<file path="src/rtl/fpu_long_issue_if.sv">
// Signal bundle between the pipeline, fpu_long_issue and the long FPU unit.
// timeout_err exists only when FPU_LONG_TIMEOUT_EN is defined.
interface fpu_long_issue_if;
    logic        req_valid;
    logic        req_ready;
    logic [31:0] req_x;
    logic [31:0] req_y;
    logic [31:0] req_z;
    logic [4:0]  req_funct5;
    logic [2:0]  req_rm;
    logic [4:0]  req_rd;

    logic        fpu_en;
    logic [31:0] fpu_x;
    logic [31:0] fpu_y;
    logic [31:0] fpu_z;
    logic [4:0]  fpu_funct5;
    logic [2:0]  fpu_rm;
    logic [31:0] fpu_res;
    logic        fpu_valid;

    logic        wb_valid;
    logic        wb_ready;
    logic [31:0] wb_data;
    logic [4:0]  wb_rd;
    logic        busy;

`ifdef FPU_LONG_TIMEOUT_EN
    logic        timeout_err;

    modport slave (
        input  req_valid, req_x, req_y, req_z, req_funct5, req_rm, req_rd,
        input  fpu_res, fpu_valid, wb_ready,
        output req_ready, fpu_en, fpu_x, fpu_y, fpu_z, fpu_funct5, fpu_rm,
        output wb_valid, wb_data, wb_rd, busy, timeout_err
    );

    modport master (
        output req_valid, req_x, req_y, req_z, req_funct5, req_rm, req_rd,
        output fpu_res, fpu_valid, wb_ready,
        input  req_ready, fpu_en, fpu_x, fpu_y, fpu_z, fpu_funct5, fpu_rm,
        input  wb_valid, wb_data, wb_rd, busy, timeout_err
    );
`else
    modport slave (
        input  req_valid, req_x, req_y, req_z, req_funct5, req_rm, req_rd,
        input  fpu_res, fpu_valid, wb_ready,
        output req_ready, fpu_en, fpu_x, fpu_y, fpu_z, fpu_funct5, fpu_rm,
        output wb_valid, wb_data, wb_rd, busy
    );

    modport master (
        output req_valid, req_x, req_y, req_z, req_funct5, req_rm, req_rd,
        output fpu_res, fpu_valid, wb_ready,
        input  req_ready, fpu_en, fpu_x, fpu_y, fpu_z, fpu_funct5, fpu_rm,
        input  wb_valid, wb_data, wb_rd, busy
    );
`endif
endinterface

</file>
<file path="src/rtl/fpu_long_issue.sv">
// Request FIFO plus one-op-at-a-time dispatcher for the long-latency FPU unit.
// Define FPU_LONG_TIMEOUT_EN to add the WAIT watchdog and sticky timeout_err flag.
module fpu_long_issue #(
    parameter int unsigned DEPTH   = 4,
    parameter int unsigned TIMEOUT = 64
) (
    input  logic            clk,
    input  logic            rstn,
    fpu_long_issue_if.slave bus
);
    localparam int unsigned AW = $clog2(DEPTH);

    typedef enum logic [1:0] {IDLE, ISSUE, WAIT, WB} state_e;

    typedef struct packed {
        logic [31:0] x;
        logic [31:0] y;
        logic [31:0] z;
        logic [4:0]  funct5;
        logic [2:0]  rm;
        logic [4:0]  rd;
    } op_t;

    op_t         fifoMem_q [DEPTH];
    op_t         reqOp;
    op_t         op_q;
    logic [AW:0] wrPtr_q, wrPtr_d;
    logic [AW:0] rdPtr_q, rdPtr_d;
    logic        reqReady_q;
    logic        fifoEmpty, fullNext, push, pop;
    state_e      state_q, state_d;
    logic [31:0] wbData_q;
    logic        resultTaken;

`ifdef FPU_LONG_TIMEOUT_EN
    localparam int unsigned CW = $clog2(TIMEOUT + 1);
    localparam logic [31:0] CanonicalNan = 32'h7FC0_0000;

    logic [CW-1:0] waitCnt_q;
    logic          timeoutErr_q;
    logic          timedOut;
`endif

    assign reqOp     = {bus.req_x, bus.req_y, bus.req_z, bus.req_funct5, bus.req_rm, bus.req_rd};
    assign push      = bus.req_valid && reqReady_q;
    assign fifoEmpty = (wrPtr_q == rdPtr_q);
    assign pop       = (state_q == IDLE) && !fifoEmpty;
    assign wrPtr_d   = wrPtr_q + (AW+1)'(push);
    assign rdPtr_d   = rdPtr_q + (AW+1)'(pop);
    assign fullNext  = (wrPtr_d[AW] != rdPtr_d[AW]) && (wrPtr_d[AW-1:0] == rdPtr_d[AW-1:0]);

    // Ready is registered from next-cycle fullness, so a same-cycle pop never frees a slot early.
    always_ff @(posedge clk or negedge rstn) begin
        if (!rstn) begin
            wrPtr_q    <= '0;
            rdPtr_q    <= '0;
            reqReady_q <= 1'b0;
        end else begin
            wrPtr_q    <= wrPtr_d;
            rdPtr_q    <= rdPtr_d;
            reqReady_q <= !fullNext;
        end
    end

    always_ff @(posedge clk) begin
        if (push) fifoMem_q[wrPtr_q[AW-1:0]] <= reqOp;
    end

    always_ff @(posedge clk or negedge rstn) begin
        if (!rstn) state_q <= IDLE;
        else       state_q <= state_d;
    end

    always_comb begin
        state_d     = state_q;
        resultTaken = 1'b0;
`ifdef FPU_LONG_TIMEOUT_EN
        timedOut    = 1'b0;
`endif
        case (state_q)
            IDLE:  if (!fifoEmpty) state_d = ISSUE;
            ISSUE: state_d = WAIT;
            WAIT: begin
                if (bus.fpu_valid) begin
                    resultTaken = 1'b1;
                    state_d     = WB;
                end
`ifdef FPU_LONG_TIMEOUT_EN
                else if (waitCnt_q == CW'(TIMEOUT - 1)) begin
                    timedOut = 1'b1;
                    state_d  = WB;
                end
`endif
            end
            WB:      if (bus.wb_ready) state_d = IDLE;
            default: state_d = IDLE;
        endcase
    end

    always_comb begin
        bus.fpu_en   = (state_q == ISSUE);
        bus.wb_valid = (state_q == WB);
    end

    // Operand/tag registers load only on pop, so they stay put until the next IDLE->ISSUE.
    always_ff @(posedge clk or negedge rstn) begin
        if (!rstn) begin
            op_q     <= '0;
            wbData_q <= '0;
        end else begin
            if (pop) op_q <= fifoMem_q[rdPtr_q[AW-1:0]];
            if (resultTaken) wbData_q <= bus.fpu_res;
`ifdef FPU_LONG_TIMEOUT_EN
            else if (timedOut) wbData_q <= CanonicalNan;
`endif
        end
    end

`ifdef FPU_LONG_TIMEOUT_EN
    // Every WAIT entry comes from ISSUE, which is where the watchdog restarts.
    always_ff @(posedge clk or negedge rstn) begin
        if (!rstn) begin
            waitCnt_q    <= '0;
            timeoutErr_q <= 1'b0;
        end else begin
            if (state_q == ISSUE)     waitCnt_q <= '0;
            else if (state_q == WAIT) waitCnt_q <= waitCnt_q + 1'b1;
            if (timedOut) timeoutErr_q <= 1'b1;
        end
    end

    assign bus.timeout_err = timeoutErr_q;
`endif

    assign bus.req_ready  = reqReady_q;
    assign bus.fpu_x      = op_q.x;
    assign bus.fpu_y      = op_q.y;
    assign bus.fpu_z      = op_q.z;
    assign bus.fpu_funct5 = op_q.funct5;
    assign bus.fpu_rm     = op_q.rm;
    assign bus.wb_data    = wbData_q;
    assign bus.wb_rd      = op_q.rd;
    assign bus.busy       = (state_q != IDLE) || !fifoEmpty;
endmodule
</file>
<file path="src/flat_wrapper.sv">
// flat-port wrapper written by rule: the top's interface ports become plain ports
module fpu_long_issue_flat 
#(
    parameter int unsigned DEPTH   = 4,
    parameter int unsigned TIMEOUT = 64
)
  (clk, rstn, bus_req_valid, bus_req_x, bus_req_y, bus_req_z, bus_req_funct5, bus_req_rm, bus_req_rd, bus_fpu_res, bus_fpu_valid, bus_wb_ready, bus_req_ready, bus_fpu_en, bus_fpu_x, bus_fpu_y, bus_fpu_z, bus_fpu_funct5, bus_fpu_rm, bus_wb_valid, bus_wb_data, bus_wb_rd, bus_busy);
  fpu_long_issue_if bus_i ();
  input  logic clk;
  input  logic rstn;
  input wire logic [$bits(bus_i.req_valid)-1:0] bus_req_valid;
  input wire logic [$bits(bus_i.req_x)-1:0] bus_req_x;
  input wire logic [$bits(bus_i.req_y)-1:0] bus_req_y;
  input wire logic [$bits(bus_i.req_z)-1:0] bus_req_z;
  input wire logic [$bits(bus_i.req_funct5)-1:0] bus_req_funct5;
  input wire logic [$bits(bus_i.req_rm)-1:0] bus_req_rm;
  input wire logic [$bits(bus_i.req_rd)-1:0] bus_req_rd;
  input wire logic [$bits(bus_i.fpu_res)-1:0] bus_fpu_res;
  input wire logic [$bits(bus_i.fpu_valid)-1:0] bus_fpu_valid;
  input wire logic [$bits(bus_i.wb_ready)-1:0] bus_wb_ready;
  output wire logic [$bits(bus_i.req_ready)-1:0] bus_req_ready;
  output wire logic [$bits(bus_i.fpu_en)-1:0] bus_fpu_en;
  output wire logic [$bits(bus_i.fpu_x)-1:0] bus_fpu_x;
  output wire logic [$bits(bus_i.fpu_y)-1:0] bus_fpu_y;
  output wire logic [$bits(bus_i.fpu_z)-1:0] bus_fpu_z;
  output wire logic [$bits(bus_i.fpu_funct5)-1:0] bus_fpu_funct5;
  output wire logic [$bits(bus_i.fpu_rm)-1:0] bus_fpu_rm;
  output wire logic [$bits(bus_i.wb_valid)-1:0] bus_wb_valid;
  output wire logic [$bits(bus_i.wb_data)-1:0] bus_wb_data;
  output wire logic [$bits(bus_i.wb_rd)-1:0] bus_wb_rd;
  output wire logic [$bits(bus_i.busy)-1:0] bus_busy;
  assign bus_i.req_valid = bus_req_valid;
  assign bus_i.req_x = bus_req_x;
  assign bus_i.req_y = bus_req_y;
  assign bus_i.req_z = bus_req_z;
  assign bus_i.req_funct5 = bus_req_funct5;
  assign bus_i.req_rm = bus_req_rm;
  assign bus_i.req_rd = bus_req_rd;
  assign bus_i.fpu_res = bus_fpu_res;
  assign bus_i.fpu_valid = bus_fpu_valid;
  assign bus_i.wb_ready = bus_wb_ready;
  assign bus_req_ready = bus_i.req_ready;
  assign bus_fpu_en = bus_i.fpu_en;
  assign bus_fpu_x = bus_i.fpu_x;
  assign bus_fpu_y = bus_i.fpu_y;
  assign bus_fpu_z = bus_i.fpu_z;
  assign bus_fpu_funct5 = bus_i.fpu_funct5;
  assign bus_fpu_rm = bus_i.fpu_rm;
  assign bus_wb_valid = bus_i.wb_valid;
  assign bus_wb_data = bus_i.wb_data;
  assign bus_wb_rd = bus_i.wb_rd;
  assign bus_busy = bus_i.busy;
  fpu_long_issue #(.DEPTH(DEPTH), .TIMEOUT(TIMEOUT)) u_core (.clk(clk), .rstn(rstn), .bus(bus_i));
endmodule
</file>
<file path="config.mk">
export PLATFORM = sky130hd
export DESIGN_NAME = fpu_long_issue_flat
export DESIGN_NICKNAME = d
export VERILOG_FILES = /design/src/rtl/fpu_long_issue_if.sv /design/src/rtl/fpu_long_issue.sv /design/src/flat_wrapper.sv
export SDC_FILE = /design/constraint.sdc
export NUM_CORES = 1
export LEC_CHECK = 0
export BUFFER_PORTS_ARGS = -buffer_cell sky130_fd_sc_hd__buf_2
export CAP_MARGIN = 40
export CORE_MARGIN = 3
export CORE_UTILIZATION = 40
export DETAILED_ROUTE_END_ITERATION = 8
export PLACE_DENSITY_LB_ADDON = 0.1
export SLEW_MARGIN = 20
export SYNTH_ARGS = -nofsm -noshare
export SYNTH_HDL_FRONTEND = slang
export SYNTH_SLANG_ARGS = --single-unit
</file>
<file path="constraint.sdc">
create_clock -name clk -period 11.8 [get_ports clk]
set_input_delay 2.36 -clock clk [delete_from_list [all_inputs] [get_ports clk]]
set_output_delay 2.36 -clock clk [all_outputs]
set_load 0.01 [all_outputs]
</file>
==> impl_metrics.csv, run 1 <==
group,metric,value,unit
clock_tree,cts_buffers,66,
clock_tree,path_clk_slew,0.06,ns
cells_and_area,n_fill_cell,4394,
timing,period_minus_slack,4.20,ns
worst_setup_path,setup.worst_path.start_class,"flop",
worst_setup_path,criticalPathCategory,"reg -> out",
global_routing,antenna_found_initial,14,
clock_tree,cts_buffer_depth,3,
routing,route.detailed.wl_per_inst,22.9,um
global_routing,grt_pass1_wl,69.1,mm
cells_and_area,final_cells,2010,
synth,synth_area,21900,um^2
worst_setup_path,crit_chain,"xnor2_2 > nand4_1 > buf_2",
timing,rsz0062_at_grt,"no",
place,gp_congestion,0.684,
routing,dr.pass1.iters,4,
timing,slew_headroom,0.451,
routing,ant_nets,0,
global_routing,grt.total_usage,0.163,
timing,setup_viol_count_final,0,
worst_setup_path,cp_top_family,"flip-flops",
timing,hold_slack,0.489,ns
clock_tree,cts_hold_buf,0,
timing,worst_slew_pin_slew,0.824,ns
floorplanning,die_w,240,um
worst_setup_path,crit_fanout,25,
flow_run,cap_violations,0,
synth,synth_cell_types,27,
global_routing,grt_start_max_net_pins,110,
worst_setup_path,max_stage_delay,0.76,ns
place,dpl_cell_area,24300,um^2
timing,max_freq,238,MHz
floorplanning,initial_core_util,0.406,
timing,finalMaxSlewViolations,0,
clock_tree,cts_sinks,586,
routing,viasPerCell,4.92,
floorplanning,fp.dieH,240,um
worst_setup_path,cp.arrival,1.84,ns
clock_tree,insertion_delay,0.58,ns
worst_hold_path,hold_path_class,"reg -> reg",
cells_and_area,num-nets-final,1413,
floorplanning,rows,85,
timing,fin_crit_sh,0.356,
floorplanning,die_area,57500,um^2
place,io_buffers,290,
synth,synth_seq_cells,586,
synth,syn_nets,1067,
routing,drc,0,
routing,wl,46.0,mm
global_routing,overflow,0,
worst_setup_path,critPathSlowestCell,"dfrtp_4",
floorplanning,coreArea,53900,um^2
pwr,power_density,278,nW/um^2
place,dp_hpwl,28.6,mm
pwr,p_leak,0.0101,uW
routing,drt-initial-drc-count,558,
routing,vias,9895,
cells_and_area,final_layout_size_suffix_gt1_frac,0.498,
pwr,vdd_ir_drop_max,0.000135,V
timing,final-hold-violation-count,0,
clock_tree,postCtsSetupRepairBufs,0,
clock_tree,cts_max_level,3,
clock_tree,cts_tree,"yes",
synth,ys_warn_count,0,
floorplanning,num_io_pins,291,
cells_and_area,fin_area,26500,um^2
worst_setup_path,path_buf_inv,1,
clock_tree,post_cts_resized,0,
synth,netlist_instances,912,
worst_setup_path,cp-end-kind,"output port",
global_routing,grt_pass1_vias,10500,
synth,avgSynthCellArea,24.0,um^2
outcome,status,"finished clean",
place,dp.cells,1885,
pwr,total_power,7360,uW
timing,tns,0,ns
worst_setup_path,required,9.44,ns
synth,synth-seq-area-share,0.770,
timing,fin_skew,0.0161,ns
cells_and_area,syn2layout_area_growth,21.1,%
clock_tree,cts_root_buffer,"clkbuf_16",
## logic make-up after synthesis
family,count (synthesis),synth area share
xor gates and xnor gates,8,0.00355
adders and majority gates,9,0.00515
buffers and inverters,45,0.0145
AOI/OAI and AO/OA,1,0.000401
muxes,252,0.203
DFF,586,0.770
and+or+nand+nor,11,0.00269
## placed cells by master, fill, tap and decap left out, types with 3 or more instances in the layout
cell type,count
clkbuf_16,71
mux4_1,3
mux4_2,106
diode_2,4
dfrtp_1,148
clkbuf_1,17
edfxtp_1,436
clkinv_2,8
buf_16,6
buf_4,14
mux2_1,10
clkbuf_8,5
mux2_2,33
buf_12,7
bufinv_16,4
ha_1,9
mux2_4,99
xnor2_1,3
inv_1,6
xor2_1,4
buf_2,289
clkinv_1,13
## per-stage QoR
stage,worst slack [ns],utilization
2_1_floorplan,0.687,-
3_3_place_gp,6.79,0.446
3_5_place_dp,6.79,0.451
4_1_cts,7.41,0.491
5_1_grt,7.43,0.491
6_report,7.60,0.491
## sequential cells by signal (all words and copies together), names as in the netlist
name,count
u_core.rdPtr_q,3
u_core.state_q,2
u_core.bus.fpu_z,32
u_core.fifoMem_q,436
u_core.bus.fpu_rm,3
u_core.bus.fpu_funct5,5
u_core.wrPtr_q,3
u_core.bus.wb_rd,5
u_core.bus.fpu_y,32
u_core.bus.req_ready,1
u_core.bus.fpu_x,32
u_core.bus.wb_data,32
## final cells by class
class                           instances  area, um^2  share of cell area
Inverter                                6        22.5            0.000850
Tap cell                              696         871              0.0329
Clock inverter                         27         225             0.00850
Clock buffer                           93        1910              0.0721
Timing Repair Buffer                  317        1870              0.0705
Sequential cell                       586       16900               0.636
Multi-Input combinational cell        281        4730               0.179
Antenna cell                            4        10.0            0.000378
## worst register-to-register path, stage by stage (launching register included)
cell	delay, ns
dfrtp_4	0.76
buf_4	0.62
buf_4	0.35
buf_16	0.30
mux4_2	0.59
mux2_4	0.28
## cells in the mapped netlist, drive strengths merged
| cell | n | area (um^2) |
|---|---|---|
| and3 | 1 | 6.26 |
| buf | 30 | 260 |
| clkbuf | 9 | 33.8 |
| dfrtp | 150 | 3750 |
| edfxtp | 436 | 13100 |
| ha | 9 | 113 |
| inv | 6 | 22.5 |
| mux2 | 142 | 1970 |
| mux2i | 1 | 10.0 |
| mux4 | 109 | 2470 |
| nand2 | 3 | 11.3 |
| nand3 | 1 | 5.00 |
| nand4 | 1 | 6.26 |
| nor2 | 1 | 3.75 |
| nor3 | 1 | 5.00 |
| nor3b | 2 | 15.0 |
| o221ai | 1 | 8.76 |
| or3 | 1 | 6.26 |
| xnor2 | 4 | 42.6 |
| xor2 | 4 | 35.0 |
## power by group
| group | switching, uW | internal (uW) | leakage (uW) |
|---|---|---|---|
| combinational | 1040 | 1240 | 0.00330 |
| clock | 785 | 1210 | 0.00104 |
| sequential | 260 | 2820 | 0.00576 |
## path summary, 6_finish.rpt
kind	start	endpoint	slack [ns]	cells past startpoint
setup / recovery	u_core.rdPtr_q[0]	bus_busy	7.60	3
hold / removal	u_core.bus.fpu_rm[2]	u_core.bus.fpu_rm[2]	0.49	1
setup reg to reg	u_core.rdPtr_q[0]	u_core.bus.fpu_x[12]	8.78	5
hold reg to reg	u_core.bus.fpu_rm[2]	u_core.bus.fpu_rm[2]	0.49	1
max in group asynchronous	rstn	u_core.rdPtr_q[1]	9.11	3
min in group asynchronous	rstn	u_core.bus.fpu_z[14]	1.70	1
## layer usage
layer / routed length (um) / GRT usage
met5: 78 / 0
met4: 886 / 0.0419
met3: 2650 / 0.0478
met2: 23300 / 0.274
met1: 19100 / 0.210
(Power assumes the default switching activity.)
==> run 2: changes to the inputs <==
==> constraint.sdc (replaced) <==
create_clock -name clk -period 4 [get_ports clk]
set_input_delay 0.8 -clock clk [delete_from_list [all_inputs] [get_ports clk]]
set_output_delay 0.8 -clock clk [all_outputs]
set_load 0.01 [all_outputs]
==> run 2 against run 1 <==
- hold slack got worse by 0.30 ns
- cell area is 1.0% lower
- clock skew grew 0.0048 ns
- non-clock buffer count down 9
- sequential share of layout area up 0.66 points
- utilization is 0.51 points lower
- global-route usage down 0.70 points
- clock-buffer cell count did not move
==> impl_metrics.csv, run 2 (synthesis results as in run 1) <==
group,metric,value,unit
worst_setup_path,critPathSlowestCell,"dfrtp_4",
cells_and_area,final_cell_mix,"edfxtp_1 (436), buf_2 (289), dfrtp_1 (148)",
routing,viasPerCell,4.95,
timing,fin_skew,0.0210,ns
clock_tree,cts_root_buffer,"clkbuf_16",
routing,vias,9871,
cells_and_area,final_layout_size_suffix_gt1_frac,0.497,
timing,final-hold-violation-count,0,
worst_setup_path,crit_fanout,35,
timing,setup_viol_count_final,0,
worst_setup_path,max_stage_delay,0.80,ns
pwr,total_power,21200,uW
place,io_buffers,290,
global_routing,grt_pass1_vias,10800,
worst_setup_path,setup.worst_path.start_class,"flop",
routing,drc,0,
clock_tree,cts_max_level,2,
clock_tree,post_cts_resized,0,
clock_tree,cts_buffers,61,
floorplanning,fp.dieH,240,um
clock_tree,insertion_delay,0.62,ns
global_routing,grt_pass1_wl,67.3,mm
cells_and_area,fin_area,26200,um^2
global_routing,grt.total_usage,0.156,
floorplanning,die_area,57500,um^2
floorplanning,rows,85,
cells_and_area,num-nets-final,1399,
worst_hold_path,hold_path_class,"in -> async",
place,dpl_cell_area,24200,um^2
timing,finalMaxSlewViolations,0,
clock_tree,path_clk_slew,0.06,ns
pwr,p_leak,0.00996,uW
cells_and_area,syn2layout_area_growth,19.9,%
routing,ant_nets,0,
flow_run,cap_violations,0,
floorplanning,die_w,240,um
worst_setup_path,criticalPathCategory,"reg -> out",
routing,route.detailed.wl_per_inst,22.4,um
timing,worst_slew_pin_slew,0.981,ns
worst_setup_path,path_buf_inv,1,
place,gp_congestion,0.685,
global_routing,grt_start_max_net_pins,110,
routing,wl,44.8,mm
routing,dr.pass1.iters,4,
worst_setup_path,cp_top_family,"flip-flops",
floorplanning,initial_core_util,0.406,
worst_setup_path,r2r_slack,1.34,ns
worst_setup_path,crit_chain,"xnor2_1 > nand4_1 > buf_2",
timing,period_minus_slack,2.87,ns
clock_tree,cts_sinks,586,
timing,slew_headroom,0.346,
clock_tree,cts_tree,"yes",
global_routing,overflow,0,
worst_setup_path,required,3.20,ns
floorplanning,num_io_pins,291,
routing,drt-initial-drc-count,403,
pwr,vdd_ir_drop_max,0.000670,V
timing,max_freq,348,MHz
floorplanning,coreArea,53900,um^2
cells_and_area,mostFrequentLayoutCell,"edfxtp_1",
pwr,power_density,808,nW/um^2
timing,fin_crit_sh,0.719,
timing,hold_slack,0.194,ns
worst_setup_path,cp-end-kind,"output port",
clock_tree,cts_buffer_depth,3,
outcome,status,"finished clean",
clock_tree,postCtsSetupRepairBufs,0,
global_routing,antenna_found_initial,9,
clock_tree,cts_hold_buf,0,
place,dp_hpwl,25.2,mm
worst_setup_path,cp.arrival,2.07,ns
timing,rsz0062_at_grt,"no",
cells_and_area,largest_register_ffs,436,
## run 2: worst reg2reg max path, delay by kind of cell (launching register included)
| family | cells | cell delay (ns) |
|---|---|---|
| adders and majority gates | 1 | 0.30 |
| DFF | 1 | 0.80 |
| and+or+nand+nor | 1 | 0.37 |
| xor gates and xnor gates | 2 | 0.30 |
| buffers and inverters | 1 | 0.75 |
## run 2: report_power, final
| part | switching (uW) | internal, uW | total, uW |
|---|---|---|---|
| clock network | 2260 | 3240 | 5500 |
| logic | 3090 | 3570 | 6660 |
| registers | 712 | 8310 | 9020 |
| total | 6060 | 15100 | 21200 |
## run 2: per-layer routing
layer | part of all wire | vias to the layer above | track usage
met3 | 0.068 | 72 | 0.0458
met5 | 0.0017 | - | 0
met2 | 0.50 | 250 | 0.267
met1 | 0.41 | 5153 | 0.195
li1 | - | 4384 | -
met4 | 0.019 | 12 | 0.0437
## run 2: through the flow
step	worst slack [ns]	setup TNS [ns]	utilization	cells
2_1_floorplan	-0.113	-21.37	-	912
3_3_place_gp	1.24	0	0.450	1877
3_5_place_dp	1.29	0	0.450	1877
4_1_cts	1.00	0	0.486	1991
5_1_grt	0.992	0	0.486	1991
6_report	1.13	0	0.486	1995
## run 2: area by class of cell
class / instances / area (um^2)
antenna: 4 / 10.0
clock buffer: 93 / 1780
clock inverter: 21 / 185
fill: 4431 / 27700
inverter: 6 / 22.5
multi-input combinational: 281 / 4770
sequential: 586 / 16900
tap: 696 / 871
timing repair buffer: 308 / 1730
## run 2: worst paths after layout
| check | startpoint | end | cells after the start |
|---|---|---|---|
| min in group clk | bus_req_z[14] | u_core.fifoMem_q[0][27] | 1 |
| max | u_core.rdPtr_q[1] | bus_busy | 3 |
| min | rstn | u_core.bus.fpu_y[29] | 1 |
| max reg2reg | u_core.rdPtr_q[1] | u_core.bus.req_ready | 5 |
| max in group asynchronous | rstn | u_core.bus.fpu_y[25] | 2 |
| min reg2reg | u_core.bus.fpu_x[21] | u_core.bus.fpu_x[21] | 1 |
